$ cat src/rtl/i2c_pkg.sv
`default_nettype none
// ============================================================================
// Module   : i2c_pkg
// Purpose  : Shared types and default timing constants for the FMC424 I2C core
// Revision : 1.0  initial release
// ============================================================================
package i2c_pkg;

   localparam int CLK_HZ        = 156_250_000;
   localparam int SCL_HZ        = 400_000;
   localparam int LOW_CYCLES    = 210;
   localparam int HIGH_CYCLES   = 180;
   localparam int SETTLE_CYCLES = 3;
   localparam int CNT_W         = 9;

   typedef enum logic [1:0] {
      IDLE = 2'd0,
      LOW  = 2'd1,
      HIGH = 2'd2
   } state_t;

endpackage
`default_nettype wire

$ cat src/rtl/sync_2ff.sv
`default_nettype none
// ============================================================================
// Module   : sync_2ff
// Purpose  : Two-flop synchronizer presetting to 1 (idle level of an I2C line)
// Revision : 1.0  initial release
// ============================================================================
module sync_2ff (
   input  logic clk,
   input  logic rst_n,
   input  logic i_d,
   output logic o_q
);

   logic r_meta;
   logic r_sync;

   always_ff @(posedge clk or negedge rst_n) begin
      if (!rst_n) begin
         r_meta <= 1'b1;
         r_sync <= 1'b1;
      end else begin
         r_meta <= i_d;
         r_sync <= r_meta;
      end
   end

   assign o_q = r_sync;

endmodule
`default_nettype wire

$ cat src/rtl/clk_gen.sv
`default_nettype none
// ============================================================================
// Module   : clk_gen
// Purpose  : Open-drain SCL generator with slave clock stretching and phase strobes
// Revision : 1.0  initial release
// ============================================================================
module clk_gen #(
   parameter int LOW_CYCLES    = i2c_pkg::LOW_CYCLES,
   parameter int HIGH_CYCLES   = i2c_pkg::HIGH_CYCLES,
   parameter int SETTLE_CYCLES = i2c_pkg::SETTLE_CYCLES
) (
   input  logic CLK,
   input  logic RST_N,
   input  logic en,
   input  logic scl_i,
   output logic scl_t,
   output logic scl_fall,
   output logic scl_low_mid,
   output logic scl_rise,
   output logic scl_high_mid,
   output logic stretching,
   output logic busy
);

   import i2c_pkg::*;

   localparam logic [CNT_W-1:0] c_LOW_LAST  = CNT_W'(LOW_CYCLES - 1);
   localparam logic [CNT_W-1:0] c_LOW_MID   = CNT_W'(LOW_CYCLES / 2);
   localparam logic [CNT_W-1:0] c_HIGH_LAST = CNT_W'(HIGH_CYCLES - 1);
   localparam logic [CNT_W-1:0] c_HIGH_MID  = CNT_W'(HIGH_CYCLES / 2);
   localparam logic [CNT_W-1:0] c_SETTLE    = CNT_W'(SETTLE_CYCLES);

   state_t           r_state;
   logic [CNT_W-1:0] r_cnt;
   logic             r_en;
   logic             w_scl_s;
   logic [CNT_W-1:0] w_cnt_inc;
   logic             w_hold;

   sync_2ff u_scl_sync (
      .clk   (CLK),
      .rst_n (RST_N),
      .i_d   (scl_i),
      .o_q   (w_scl_s)
   );

   assign w_cnt_inc = r_cnt + CNT_W'(1);
   // A slave holding SCL low freezes HIGH once the release has had time to settle
   assign w_hold    = (r_state == HIGH) && (r_cnt >= c_SETTLE) && !w_scl_s;

   // Outputs are written alongside the state update so they line up with r_state
   always_ff @(posedge CLK or negedge RST_N) begin
      if (!RST_N) begin
         r_state      <= IDLE;
         r_cnt        <= '0;
         r_en         <= 1'b0;
         scl_t        <= 1'b1;
         scl_fall     <= 1'b0;
         scl_low_mid  <= 1'b0;
         scl_rise     <= 1'b0;
         scl_high_mid <= 1'b0;
         stretching   <= 1'b0;
         busy         <= 1'b0;
      end else begin
         r_en         <= en;
         scl_fall     <= 1'b0;
         scl_low_mid  <= 1'b0;
         scl_rise     <= 1'b0;
         scl_high_mid <= 1'b0;
         stretching   <= 1'b0;
         unique case (r_state)
            IDLE: begin
               r_cnt <= '0;
               if (r_en) begin
                  r_state  <= LOW;
                  scl_t    <= 1'b0;
                  scl_fall <= 1'b1;
                  busy     <= 1'b1;
               end
            end
            LOW: begin
               // LOW always runs to completion, even if en has dropped
               if (r_cnt == c_LOW_LAST) begin
                  r_state  <= HIGH;
                  r_cnt    <= '0;
                  scl_t    <= 1'b1;
                  scl_rise <= 1'b1;
               end else begin
                  r_cnt       <= w_cnt_inc;
                  scl_low_mid <= (w_cnt_inc == c_LOW_MID);
               end
            end
            HIGH: begin
               if (w_hold) begin
                  stretching <= 1'b1;
               end else if (r_cnt == c_HIGH_LAST) begin
                  r_cnt <= '0;
                  if (r_en) begin
                     r_state  <= LOW;
                     scl_t    <= 1'b0;
                     scl_fall <= 1'b1;
                  end else begin
                     r_state <= IDLE;
                     busy    <= 1'b0;
                  end
               end else begin
                  r_cnt        <= w_cnt_inc;
                  scl_high_mid <= (w_cnt_inc == c_HIGH_MID);
               end
            end
            default: begin
               r_state <= IDLE;
               r_cnt   <= '0;
               scl_t   <= 1'b1;
               busy    <= 1'b0;
            end
         endcase
      end
   end

endmodule
`default_nettype wire

$ cat config.mk
export PLATFORM = sky130hd
export DESIGN_NAME = clk_gen
export DESIGN_NICKNAME = d
export VERILOG_FILES = /design/src/rtl/i2c_pkg.sv /design/src/rtl/sync_2ff.sv /design/src/rtl/clk_gen.sv
export SDC_FILE = /design/constraint.sdc
export NUM_CORES = 1
export LEC_CHECK = 0
export ABC_CLOCK_PERIOD_IN_PS = 2400
export CORE_UTILIZATION = 51
export DETAILED_ROUTE_END_ITERATION = 8
export PLACE_DENSITY_LB_ADDON = 0.05
export SLEW_MARGIN = 10
export SYNTH_ARGS = -nofsm -noshare
export SYNTH_HDL_FRONTEND = slang
export SYNTH_SLANG_ARGS = --single-unit
$ cat constraint.sdc
create_clock -name CLK -period 2.4 [get_ports CLK]
set_clock_uncertainty 0.2 [all_clocks]
set_input_delay 0.36 -clock CLK [delete_from_list [all_inputs] [get_ports CLK]]
set_output_delay 0.36 -clock CLK [all_outputs]
set_load 0.02 [all_outputs]
Word-level counts from Yosys, hierarchy flattened
Cells that the tools add are included.
Operators by class
  add/subtract/negate cells: 1
  eq/ne operators: 11
  bitwise gates (word level): 1
  multiplexer cells: 33
  magnitude comparators: 1
  reductions and logical operators: 7
Operators with widths (number)
  9-bit 2-to-1 mux: 3
  1-bit 2-to-1 mux: 21
  9-bit by 7-bit == test with 1-bit output (second input constant): 2
  9-bit by 8-bit == test with 1-bit output (second input constant): 2
  9-bit one-hot mux with 2 select lines: 1
  9-bit by 1-bit adder with 9-bit output (second input constant): 1
  9-bit by 2-bit >= comparator with 1-bit output (second input constant): 1
  2-bit 2-to-1 mux: 4
  2-bit inequality test (second input constant): 4
  1-bit one-hot mux with 3 select lines: 2
  2-bit one-hot mux with 3 select lines: 1
  5-bit AND reduction: 1
  4-bit AND reduction: 1
  3-bit AND reduction: 1
  2-bit by 1-bit == test with 1-bit output (second input constant): 1
  2-bit == test (second input constant): 1
  1-bit logical AND: 2
  2-bit zero test: 1
  2-bit by 1-bit inequality test with 1-bit output (second input constant): 1
  1-bit one-hot mux with 2 select lines: 1
  1-bit zero test: 1
  1-bit inverter: 1
Word-level totals
  word-level logic and storage cells: 66
  flip-flop bits (word level): 21
  output and inout port bits: 7

Longest topological paths before layout
  word-level depth: 5
  depth in mapped cells: 8

Hierarchy
Synthesis repeated with hierarchy kept, for this count alone.
Second synthesis, totals
  cell total of the unflattened synthesis: 136
  area, all modules: 1277.5 sq um
By module, submodules not included
  clk_gen: times used 1, cells an instance 134, area each 1224.9 sq um, sequential area each 476.7 sq um
  sync_2ff: times used 1, cells an instance 2, area each 52.6 sq um, sequential area each 52.6 sq um

Least setup slack after synthesis
No wires, ideal clock.
  path type: flip-flop to flip-flop
  start point: register r_cnt[6]
  end point: register r_state[0]
  slack: -111 ps
  cell stages (with the launch flop): 6
  data required time: 2075 ps
  setup time: 125 ps
  arrival: 2186 ps
  buffers on the path: 0
  path through: dfrtp_1 -> or4_4 -> o31ai_4 -> inv_4 -> a2111o_1 -> mux2_4
Between the ends
  longest elaborated chain between the ends: 5
  elaborated cells between the ends (all ways): 9
  classes of those cells: order compare: 1; eq/ne: 5; reduce/logical: 3
RTL lines
  from (decl): line clk_gen.sv:34  | logic [CNT_W-1:0] r_cnt;
  from (signal assigned): line clk_gen.sv:89  | r_cnt <= w_cnt_inc;
  from (signal assigned): line clk_gen.sv:107  | r_cnt <= w_cnt_inc;
  9-bit by 2-bit >= comparator with 1-bit output: line clk_gen.sv:49  | assign w_hold = (r_state == HIGH) && (r_cnt >= c_SETTLE) && !w_scl_s;
  1-bit logical AND (2 in a row): line clk_gen.sv:49
  2-bit inequality test (no source line)
  4-bit AND reduction (no source line) (*)
  to (signal assigned): line clk_gen.sv:54  | r_state <= IDLE;
  to (signal assigned): line clk_gen.sv:75  | r_state <= LOW;
  to (signal assigned): line clk_gen.sv:84  | r_state <= HIGH;
  to (decl): line clk_gen.sv:33  | state_t r_state;
Mark *: on every way between the ends. The rest lies on a longest branch, timed or not.
A chain may end at the register's enable or synchronous reset.

Worst setup path in the final report
  start point: register r_cnt[8]
  end point: register r_state[0]
Same word-level chain as after synthesis.

==> flow_summary_export.csv <==
group,metric,value,unit
power_and_ir_drop,finalPower,1230,uW
worst_setup_path,cp.required,2.41,ns
sta,setup_slack,0.0716,ns
layout,multi_input_area,666,sq um
detailed_routing,vias_per_cell,6.37,
worst_setup_path,path_class,"register to register",
clocking,htree_levels,1,
clocking,clk_latency,0.30,ns
clocking,ctsResizeCount,0,
yosys,ys.flop_type,"dfrtp_1",
sta,hold_viol_final,0,
sta,finalCritPeriodShare,0.970,
place,dpl.hpwl,2220,microns
layout,finish.net_count,164,
layout,seqCellArea,529,sq um
sta,tns,0,ns
layout,antenna_cells,0,
yosys,synth_area_leaders,"dfrtp_1, ha_1, dfstp_2",
worst_setup_path,crit_path_start_kind,"register",
die,core,2250,sq um
yosys,avgSynthCellArea,9.49,sq um
clocking,post-cts-setup-buffers,0,
layout,area_growth,21.2,%
yosys,synth_area,1250,sq um
place,port_buffers,10,
detailed_routing,drc,0,
clocking,cts_tree,"yes",
sta,setup_viol,0,
clocking,cts-hold-fix-buffers,0,
clocking,cts_max_path_buffers,2,
yosys,async_flop_share,1.00,
sta,max_freq,429,MHz
worst_setup_path,end_kind,"register",
layout,drive_gt1_frac,0.204,
clocking,cts.sinks,21,
global_route,overflow,0,
yosys,yosysWarningCount,0,
global_route,grt_use_total,0.255,
power_and_ir_drop,ir_drop,659,uV
run_status,status,"finished, final reports clean",
worst_setup_path,worstPathArrival,2.33,ns
clocking,clk_pin_slew,0.12,ns
layout,fin_util,0.673,
clocking,clock-root-buffer,"clkbuf_4",
yosys,syn_nets,143,
yosys,synth-edff-count,0,
die,rows,17,
min_path,min_path_type,"register to register",
sta,rsz0062_at_grt,"true",
detailed_routing,num_vias,1146,
sta,worst_pin_slew,0.503,ns
run,drv_cap,0,
yosys,yosysTopAreaCellShare,0.360,
sta,fin_hold_ws,0.165,ns
clocking,cts_buffers,3,
global_route,grt_pass1_vias,1087,
global_route,grt_max_degree,22,
yosys,synth.distinct_cells,42,
yosys,yosysTopAreaCell,"dfrtp_1",
die,die-height,51.6,microns
power_and_ir_drop,powerDensity,811,nW/um^2
die,io_pins,11,
sta,finalCriticalPeriod,2.33,ns
place,dpl_worst_slack,0.101,ns
place,place_congestion,0.908,
yosys,ys_seq_area_frac,0.423,
detailed_routing,drtIter0Drc,48,
power_and_ir_drop,p_leak,0.000631,uW
detailed_routing,drt_wl_total,2960,microns
die,die_area,2660,sq um
global_route,grt_antenna_before_repair,0,
detailed_routing,ant_nets,0,
sta,max_slew_margin,0.663,
yosys,synthCells,132,
sta,finalMaxSlewViolations,0,
detailed_routing,post_drt_wl_per_cell,16.5,microns
die,dieWidth,51.6,microns
worst_setup_path,critPathMaxFanout,6,
die,initial_core_util,0.555,
yosys,ys_ff_latch,21,
detailed_routing,dr.pass1.iters,4,
layout,fillerInstances,189,
global_route,grt_pass1_wl,4890,microns
logic make-up after synthesis:
| family | count (synthesis) | synth area share |
|---|---|---|
| AND/OR/NAND/NOR | 44 | 0.191 |
| adder cells (fa/ha/maj) | 7 | 0.0699 |
| flip-flops | 21 | 0.423 |
| XOR/XNOR | 1 | 0.00699 |
| buffers and inverters | 20 | 0.0619 |
| multiplexers | 2 | 0.0200 |
| AO/OA/AOI/OAI | 37 | 0.228 |
worst paths after layout:
kind                                   start             end  slack, ns  cells after the start
max                                 r_cnt[8]      r_state[0]       0.07                      5
min                        u_scl_sync.r_meta  u_scl_sync.o_q       0.17                      0
max reg2reg                         r_cnt[8]      r_state[0]       0.07                      5
min reg2reg                u_scl_sync.r_meta  u_scl_sync.o_q       0.17                      0
max in group asynchronous              RST_N  u_scl_sync.o_q       1.55                      2
min in group asynchronous              RST_N        r_cnt[7]       0.18                      2
area by class of cell:
cell class / count / area share
multi-input cells: 91 / 0.439
flip-flops and latches: 21 / 0.349
repair buffers: 25 / 0.143
inverters: 11 / 0.0289
well taps: 28 / 0.0231
clock buffers: 3 / 0.0148
clock inverters: 1 / 0.00330
power by group:
group,switching (uW),internal [uW],leakage [uW]
logic,339,265,0.000339
clock network,111,62.2,0.0000177
registers,39.2,413,0.000274
total,490,741,0.000631
synthesized netlist by cell type (2+ instances only):
master,instances
o2111ai_1,5
a21oi_1,5
nor2_1,3
nand2_1,10
o21ai_0,6
nor3_1,6
dfstp_2,3
o31ai_1,3
nand3_1,5
or3_1,3
clkbuf_1,9
ha_1,7
o211ai_1,3
o221ai_1,3
nand3b_1,2
inv_1,10
nor4_1,6
nand4_1,2
dfrtp_1,18
metal layers:
| metal | wire length, microns | global-route usage | up-vias |
|---|---|---|---|
| li1 | - | - | 532 |
| met1 | 1250 | 0.337 | 548 |
| met2 | 1420 | 0.411 | 58 |
| met3 | 240 | 0.0263 | 8 |
| met4 | 53 | 0.135 | 0 |
| met5 | 0 | 0 | - |
critical path, cell delays in order, from the launching register on:
cell	delay (ns)
dfrtp_1	0.43
or4_4	0.59
o31ai_4	0.27
inv_4	0.09
a2111o_1	0.34
mux2_4	0.31
sequential cells by signal (all words and copies together), names as in the netlist:
name               flops
r_cnt                  9
r_state                2
busy                   1
r_en                   1
scl_fall               1
scl_high_mid           1
scl_low_mid            1
scl_rise               1
scl_t                  1
stretching             1
u_scl_sync.o_q         1
u_scl_sync.r_meta      1
metrics by stage:
stage	area, sq um	instances
2_1_floorplan	1260	132
3_3_place_gp	1470	176
3_5_place_dp	1470	176
4_1_cts	1500	180
5_1_grt	1520	180
6_report	1520	180
cells in the final DEF, fill, tap and decap left out, types with 5 or more instances in the layout:
master / count
ha_1: 7
nor4_1: 6
nor3_1: 6
buf_4: 14
clkdlybuf4s50_1: 10
nand2_1: 10
dfrtp_1: 18
nand3_1: 5
inv_1: 10
o2111ai_1: 5
a21oi_1: 5
o21ai_0: 6
Power figures use the tool's default switching activity.
